## config.mk

```make
export PLATFORM = sky130hd
export DESIGN_NAME = alu_operand_loader
export DESIGN_NICKNAME = d
export VERILOG_FILES = /design/src/rtl/alu_operand_loader.sv
export SDC_FILE = /design/constraint.sdc
export NUM_CORES = 1
export LEC_CHECK = 0
export CAP_MARGIN = 20
export CORE_ASPECT_RATIO = 0.8
export CORE_MARGIN = 4
export CORE_UTILIZATION = 43
export CTS_CLUSTER_SIZE = 40
export DETAILED_ROUTE_END_ITERATION = 8
export PLACE_DENSITY = 0.86
export SLEW_MARGIN = 20
export SYNTH_ARGS = -nofsm -noshare
export SYNTH_HDL_FRONTEND = slang
export SYNTH_SLANG_ARGS = --single-unit
export TNS_END_PERCENT = 50
```

## constraint.sdc

```tcl
create_clock -name clk_2 -period 3.17 [get_ports clk_2]
set_input_delay 0.317 -clock clk_2 [delete_from_list [all_inputs] [get_ports clk_2]]
set_output_delay 0.317 -clock clk_2 [all_outputs]
set_load 0.005 [all_outputs]
```

## src/rtl/alu_operand_loader.sv

```systemverilog
// Switch-side operand sequencer: captures A, B and F on successive load edges and
// offers the operation to the ALU over valid/ready. Optional counter: ALU_LOADER_OPCOUNT_EN.
module alu_operand_loader #(
  parameter int NBITS       = 4,
  parameter int NFUNC       = 2,
  parameter int SYNC_STAGES = 2
) (
  input  logic             clk_2,
  input  logic             reset_n,
  input  logic [NBITS-1:0] data_in,
  input  logic [NFUNC-1:0] func_in,
  input  logic             load,
  input  logic             clear,
  output logic [NBITS-1:0] op_a,
  output logic [NBITS-1:0] op_b,
  output logic [NFUNC-1:0] op_f,
  output logic             op_valid,
  input  logic             op_ready,
  output logic [1:0]       state_led,
  output logic             overrun,
  output logic [7:0]       op_count
);

  typedef enum logic [1:0] {
    S_A     = 2'b00,
    S_B     = 2'b01,
    S_F     = 2'b10,
    S_ISSUE = 2'b11
  } state_t;

  state_t                 state, state_nxt;
  logic [SYNC_STAGES-1:0] sync_p;
  logic                   load_p;
  logic                   commit;
  logic                   cap_a, cap_b, cap_f;
  logic                   set_valid, clr_valid, set_ovr;

  // Load synchronizer and rising-edge detect; zeroed flops make a load held
  // across reset release look like one fresh edge.
  always_ff @(posedge clk_2 or negedge reset_n) begin
    if (!reset_n) begin
      sync_p <= '0;
      load_p <= 1'b0;
    end else begin
      sync_p <= {sync_p[SYNC_STAGES-2:0], load};
      load_p <= sync_p[SYNC_STAGES-1];
    end
  end

  assign commit = sync_p[SYNC_STAGES-1] & ~load_p;

  always_ff @(posedge clk_2 or negedge reset_n) begin
    if (!reset_n) state <= S_A;
    else          state <= state_nxt;
  end

  always_comb begin
    state_nxt = state;
    cap_a     = 1'b0;
    cap_b     = 1'b0;
    cap_f     = 1'b0;
    set_valid = 1'b0;
    clr_valid = 1'b0;
    set_ovr   = 1'b0;
    case (state)
      S_A: begin
        if (clear) state_nxt = S_A;
        else if (commit) begin
          cap_a     = 1'b1;
          state_nxt = S_B;
        end
      end
      S_B: begin
        if (clear) state_nxt = S_A;
        else if (commit) begin
          cap_b     = 1'b1;
          state_nxt = S_F;
        end
      end
      S_F: begin
        if (clear) state_nxt = S_A;
        else if (commit) begin
          cap_f     = 1'b1;
          set_valid = 1'b1;
          state_nxt = S_ISSUE;
        end
      end
      S_ISSUE: begin
        // An edge here has no slot to go to: flag it and drop it.
        if (commit) set_ovr = 1'b1;
        if (op_valid && op_ready) begin
          clr_valid = 1'b1;
          state_nxt = S_A;
        end
        if (clear) begin
          clr_valid = 1'b1;
          state_nxt = S_A;
        end
      end
      default: state_nxt = S_A;
    endcase
  end

  always_ff @(posedge clk_2 or negedge reset_n) begin
    if (!reset_n) begin
      op_a     <= '0;
      op_b     <= '0;
      op_f     <= '0;
      op_valid <= 1'b0;
      overrun  <= 1'b0;
    end else begin
      if (cap_a) op_a <= data_in;
      if (cap_b) op_b <= data_in;
      if (cap_f) op_f <= func_in;
      if (set_valid)      op_valid <= 1'b1;
      else if (clr_valid) op_valid <= 1'b0;
      if (set_ovr) overrun <= 1'b1;
    end
  end

  assign state_led = state;

`ifdef ALU_LOADER_OPCOUNT_EN
  logic       xfer;
  logic [7:0] cnt;

  // A transfer counts whenever valid and ready meet, even if clear aborts alongside.
  assign xfer = (state == S_ISSUE) & op_valid & op_ready;

  always_ff @(posedge clk_2 or negedge reset_n) begin
    if (!reset_n)  cnt <= 8'h00;
    else if (xfer) cnt <= cnt + 8'd1;
  end

  assign op_count = cnt;
`else
  assign op_count = 8'h00;
`endif

endmodule
```

Yosys cells after proc, flatten, opt, wreduce, memory -nomap -nowiden
Cells that the tools add are included.
{"block": "totals", "input_bits": 11, "reg_bits": 17, "output_inout_bits": 22}
{"block": "classes", "bitwise_logic": 2, "eq_ne": 7, "n_reduce_logical": 4, "muxes": 20}
{"operator": "$mux 2", "n": 8}
{"operator": "$ne 3x3->1 const B", "n": 4}
{"operator": "$mux 1", "n": 11}
{"operator": "$pmux 2 s4", "n": 1}
{"operator": "$eq 2x2->1 const B", "n": 2}
{"operator": "$reduce_and 4->1", "n": 1}
{"operator": "$eq 2x1->1 const B", "n": 1}
{"operator": "$logic_not 2->1", "n": 1}
{"operator": "$reduce_bool 2->1", "n": 1}
{"operator": "$and 1x1->1", "n": 1}
{"operator": "$logic_and 1x1->1", "n": 1}
{"operator": "$not 1->1", "n": 1}

Depth between registers and ports, before layout
{"block": "depth", "depth_word": 6, "mapped_depth": 3}

Worst setup path after synthesis
OpenSTA, ideal clock, no wires.
{"block": "synth_timing", "kind": "flip-flop to flip-flop", "start": "reg load_p", "end": "reg op_b[0]", "required_ps": 3045, "stages_incl_launch_ff": 4, "n_path_buf": 0, "arrival_ps": 1341, "setup_time_ps": 125, "synth_period_minus_slack_ps": 1466, "path_slack_ps": 1704, "path_cell_list": "dfrtp_1 -> nand2b_4 -> or4b_4 -> mux2_4"}
{"block": "synth_between", "elab_chain_cells": 5}
{"element": "start, declared", "line": "33", "rtl": "logic load_p;"}
{"element": "start signal, assigned", "line": "46", "rtl": "load_p <= sync_p[SYNC_STAGES-1];"}
{"element": "$not 1->1", "line": "50", "rtl": "assign commit = sync_p[SYNC_STAGES-1] & ~load_p;"}
{"element": "$and 1x1->1", "line": "50"}
{"element": "$mux 1", "line": "75", "rtl": "else if (commit) begin"}
{"element": "$mux 1"}
{"element": "$mux 1", "line": "65", "rtl": "case (state)"}
{"element": "end signal, assigned", "line": "113", "rtl": "if (cap_b) op_b <= data_in;"}
{"element": "end, declared", "line": "15", "rtl": "output logic [NBITS-1:0] op_b,"}
No other way between the ends.
A chain may end at the register's enable or synchronous reset.

Worst setup path after layout
{"block": "layout_timing", "start": "reg state[1] (netlist: state_led[1])", "end": "out state_led[1]"}
{"element": "start, declared", "line": "31", "rtl": "state_t state, state_nxt;"}
{"element": "start signal, assigned", "line": "54", "rtl": "else state <= state_nxt;"}
{"element": "end, declared", "line": "19", "rtl": "output logic [1:0] state_led,"}
No word-level cell between the ends.

==> results.md <==
- Core area: approximately 0.0016 mm^2
- Family with the most delay on the worst path: buffers and inverters
- Crit path buffers/inverters: 1
- Worst r2r src: state_led[1]
- Crit-path max FO: 8
- 1st-pass router iterations: 2
- Post-DP HPWL: 1109 um
- Outcome: complete, no violations
- Pin count of the biggest net entering global routing: 18
- Max incr delay on CP: 0.56 ns
- Max_cap viols: 0
- Slew headroom: 51.57%
- Pre-CTS setup slack: 1.282 ns
- FILL cells: roughly 130
- Total power: 0.5279 mW
- Top routing layer used: met3
- Worst slew pin tran: 0.7242 ns
- Setup Viol. Count Final: 0
- Clock Tree Buf Depth: 2
- Multi-input gate area: 277.8 um^2
- Synth warnings: 0
- Setup TNS: 0 ns
- Port bufs: 24
- Leak Pwr: 0.4492 nW
- Drt drc: 0
- Hold_ws: 0.3694 ns
- CP arrival: 1.33 ns
- Worst vdd ir: around 0.32 mV
- Die Y: 45.12 um
- Die width: 54.40 um
- Reg clk slew, reported paths: 0.09 ns
- Final ANT Viol Nets: 0
- Syn-to-layout area delta: 35.14%
- Nets: 93
- Layout cells sized above 1: 22.22%
- Crit-path slowest cell: clkdlybuf4s50_1
- WL met2: 716 um
- Tmin final: 1.643 ns
- Post-CTS setup buffer count: 0
- Vias per std cell: about 4.6
- Fmax: 608.6 MHz
- Critical Path Start: state_led[1]
- Critical Path Start Type: register
- Clock Latency Late Sink: 0.28 ns
- Pins Over Slew Limit: 0
- CTS tree: done
- Count of final hold-check violations: 0
- Clock buffer count from CTS: 3
- H-tree depth: 1
- CP Class: reg2out
- Count of different cell masters after synthesis: 19
- Clock Skews: 0.002573 ns
- Hold WC Path Type: reg2reg
- Die area: 0.002455 mm^2
- Mapped Cells: 54
- PD cells: between 500 and 600 mW/mm^2
- Initial DRC Count: 4
- Number of diodes: 0
- Initial Utilization: 45.54%
- Via count: 475
- Initial antenna violation count: 0
- Post-cts hold buffer count: 0
- Met3 WL post-DR: 72 um
- Routed length per instance: between 10 and 15 um
- Met1 Wirelength: 599 um
- Reg area: roughly 430 um^2
- I/O Pins: 33
- Fin crit share: 51.84%
- Row count: 13
- Root buffer cell: clkbuf_4
- Mapped cell area: around 740 um^2
- Clock Sinks: 17
- Seq/Total Area, Yosys: approximately 57%
- Global route total overflow: 0
- Post-cts sizing count: 0
- Final worst slack: 1.527 ns
- First-pass GRT wire length: 2235 um
- Mean Syn Cell Area: ~14 um^2
- Total routed wirelength: 1388 um
- Critical path cell sequence: clkdlybuf4s50_1
- CP endpoint kind: primary output
- RD Place Congestion: slightly above 0.7
- Hold Crit Start: sync_p[0]
- Critical path required time: 2.85 ns
- Global-route usage over all layers: about an eighth
- Vias in the first global route: 488
- Yosys reg bits: 17
- RSZ-0062 raised after global routing: no
synthesized netlist by cell type, drive strengths merged:
cell type | number | area [um^2]
conb | 1 | 3.750
nor2 | 2 | 7.510
o211ai | 1 | 7.510
inv | 1 | 3.750
dfrtp | 17 | 425.4
buf | 8 | 60.06
a31oi | 1 | 6.260
mux2 | 10 | 127.6
or2 | 1 | 6.260
a21oi | 1 | 5.000
o21bai | 1 | 7.510
nor3 | 1 | 5.000
o21ai | 1 | 5.000
nand2b | 1 | 13.76
nand3 | 1 | 5.000
nand2 | 3 | 11.26
nor4 | 1 | 12.51
or4b | 2 | 27.53
logic make-up after synthesis:
family | Yosys count | share of synthesized area [%]
flip-flops | 17 | 57.43
multiplexers | 10 | 17.23
other | 1 | 0.5063
buffers and inverters | 9 | 8.615
AND/OR/NAND/NOR | 12 | 11.99
AO/OA/AOI/OAI | 5 | 4.223
sequential cells by signal (all words and copies together) (netlist names):
register   count
op_a           4
op_b           4
op_f           2
state_led      2
sync_p         2
load_p         1
op_valid       1
overrun        1
cell type report:
| cell class | instances | share of cell area (%) |
|---|---|---|
| Clock buffer | 4 | 2.625 |
| Timing Repair Buffer | 24 | 24.00 |
| Inverter | 1 | 0.3750 |
| Sequential cell | 17 | 42.50 |
| Tap cell | 22 | 2.750 |
| Multi-Input combinational cell | 35 | 27.75 |
layout by cell type (no fill, tap or decap):
| master | instances |
|---|---|
| inv_1 | 1 |
| nor3_1 | 1 |
| conb_1 | 8 |
| or4b_4 | 2 |
| a31oi_1 | 1 |
| nor2_1 | 2 |
| nor4_2 | 1 |
| a21oi_1 | 1 |
| clkbuf_4 | 3 |
| dfrtp_1 | 17 |
| o211ai_1 | 1 |
| o21bai_1 | 1 |
| mux2_4 | 4 |
| or2_2 | 1 |
| nand2b_4 | 1 |
| o21ai_0 | 1 |
| nand2_1 | 3 |
| clkbuf_1 | 1 |
| mux2_2 | 6 |
| nand3_1 | 1 |
| clkdlybuf4s50_1 | 24 |
worst register-to-register path, cell delays in order (launching register included):
cell and delay [ns]:
dfrtp_1 0.47, nor4_2 0.57, mux2_2 0.40
layer usage:
layer | vias up | GRT usage [%]
li1 | 225 | -
met1 | 233 | 16.67
met2 | 17 | 20.53
met3 | 0 | 2.310
met4 | 0 | 4.478
met5 | - | 0
per-stage QoR:
step	area (um^2)	instances	utilization [%]
after floorplan	767.0	61	-
after global placement	974.7	99	59.92
after detailed placement	974.7	99	59.92
after CTS	1001	103	61.54
after global routing	1001	103	61.54
final	1001	103	61.54
power by group:
part | switching (mW) | leakage, nW | internal, mW | total (mW)
registers | 0.0243 | 0.214 | 0.253 | 0.277
logic | 0.0397 | 0.221 | 0.101 | 0.140
clock network | 0.0619 | 0.0150 | 0.0488 | 0.111
path summary, 6_finish.rpt:
path / depth (start not counted) / slack [ns] / end
worst max-delay path: 1 / 1.53 / state_led[1]
worst min-delay path: 0 / 0.37 / sync_p[1]
worst max register to register: 2 / 1.63 / op_a[0]
worst min register to register: 0 / 0.37 / sync_p[1]
max in group asynchronous: 1 / 2.26 / op_valid
min in group asynchronous: 1 / 0.46 / op_b[3]
(Power assumes the default switching activity.)
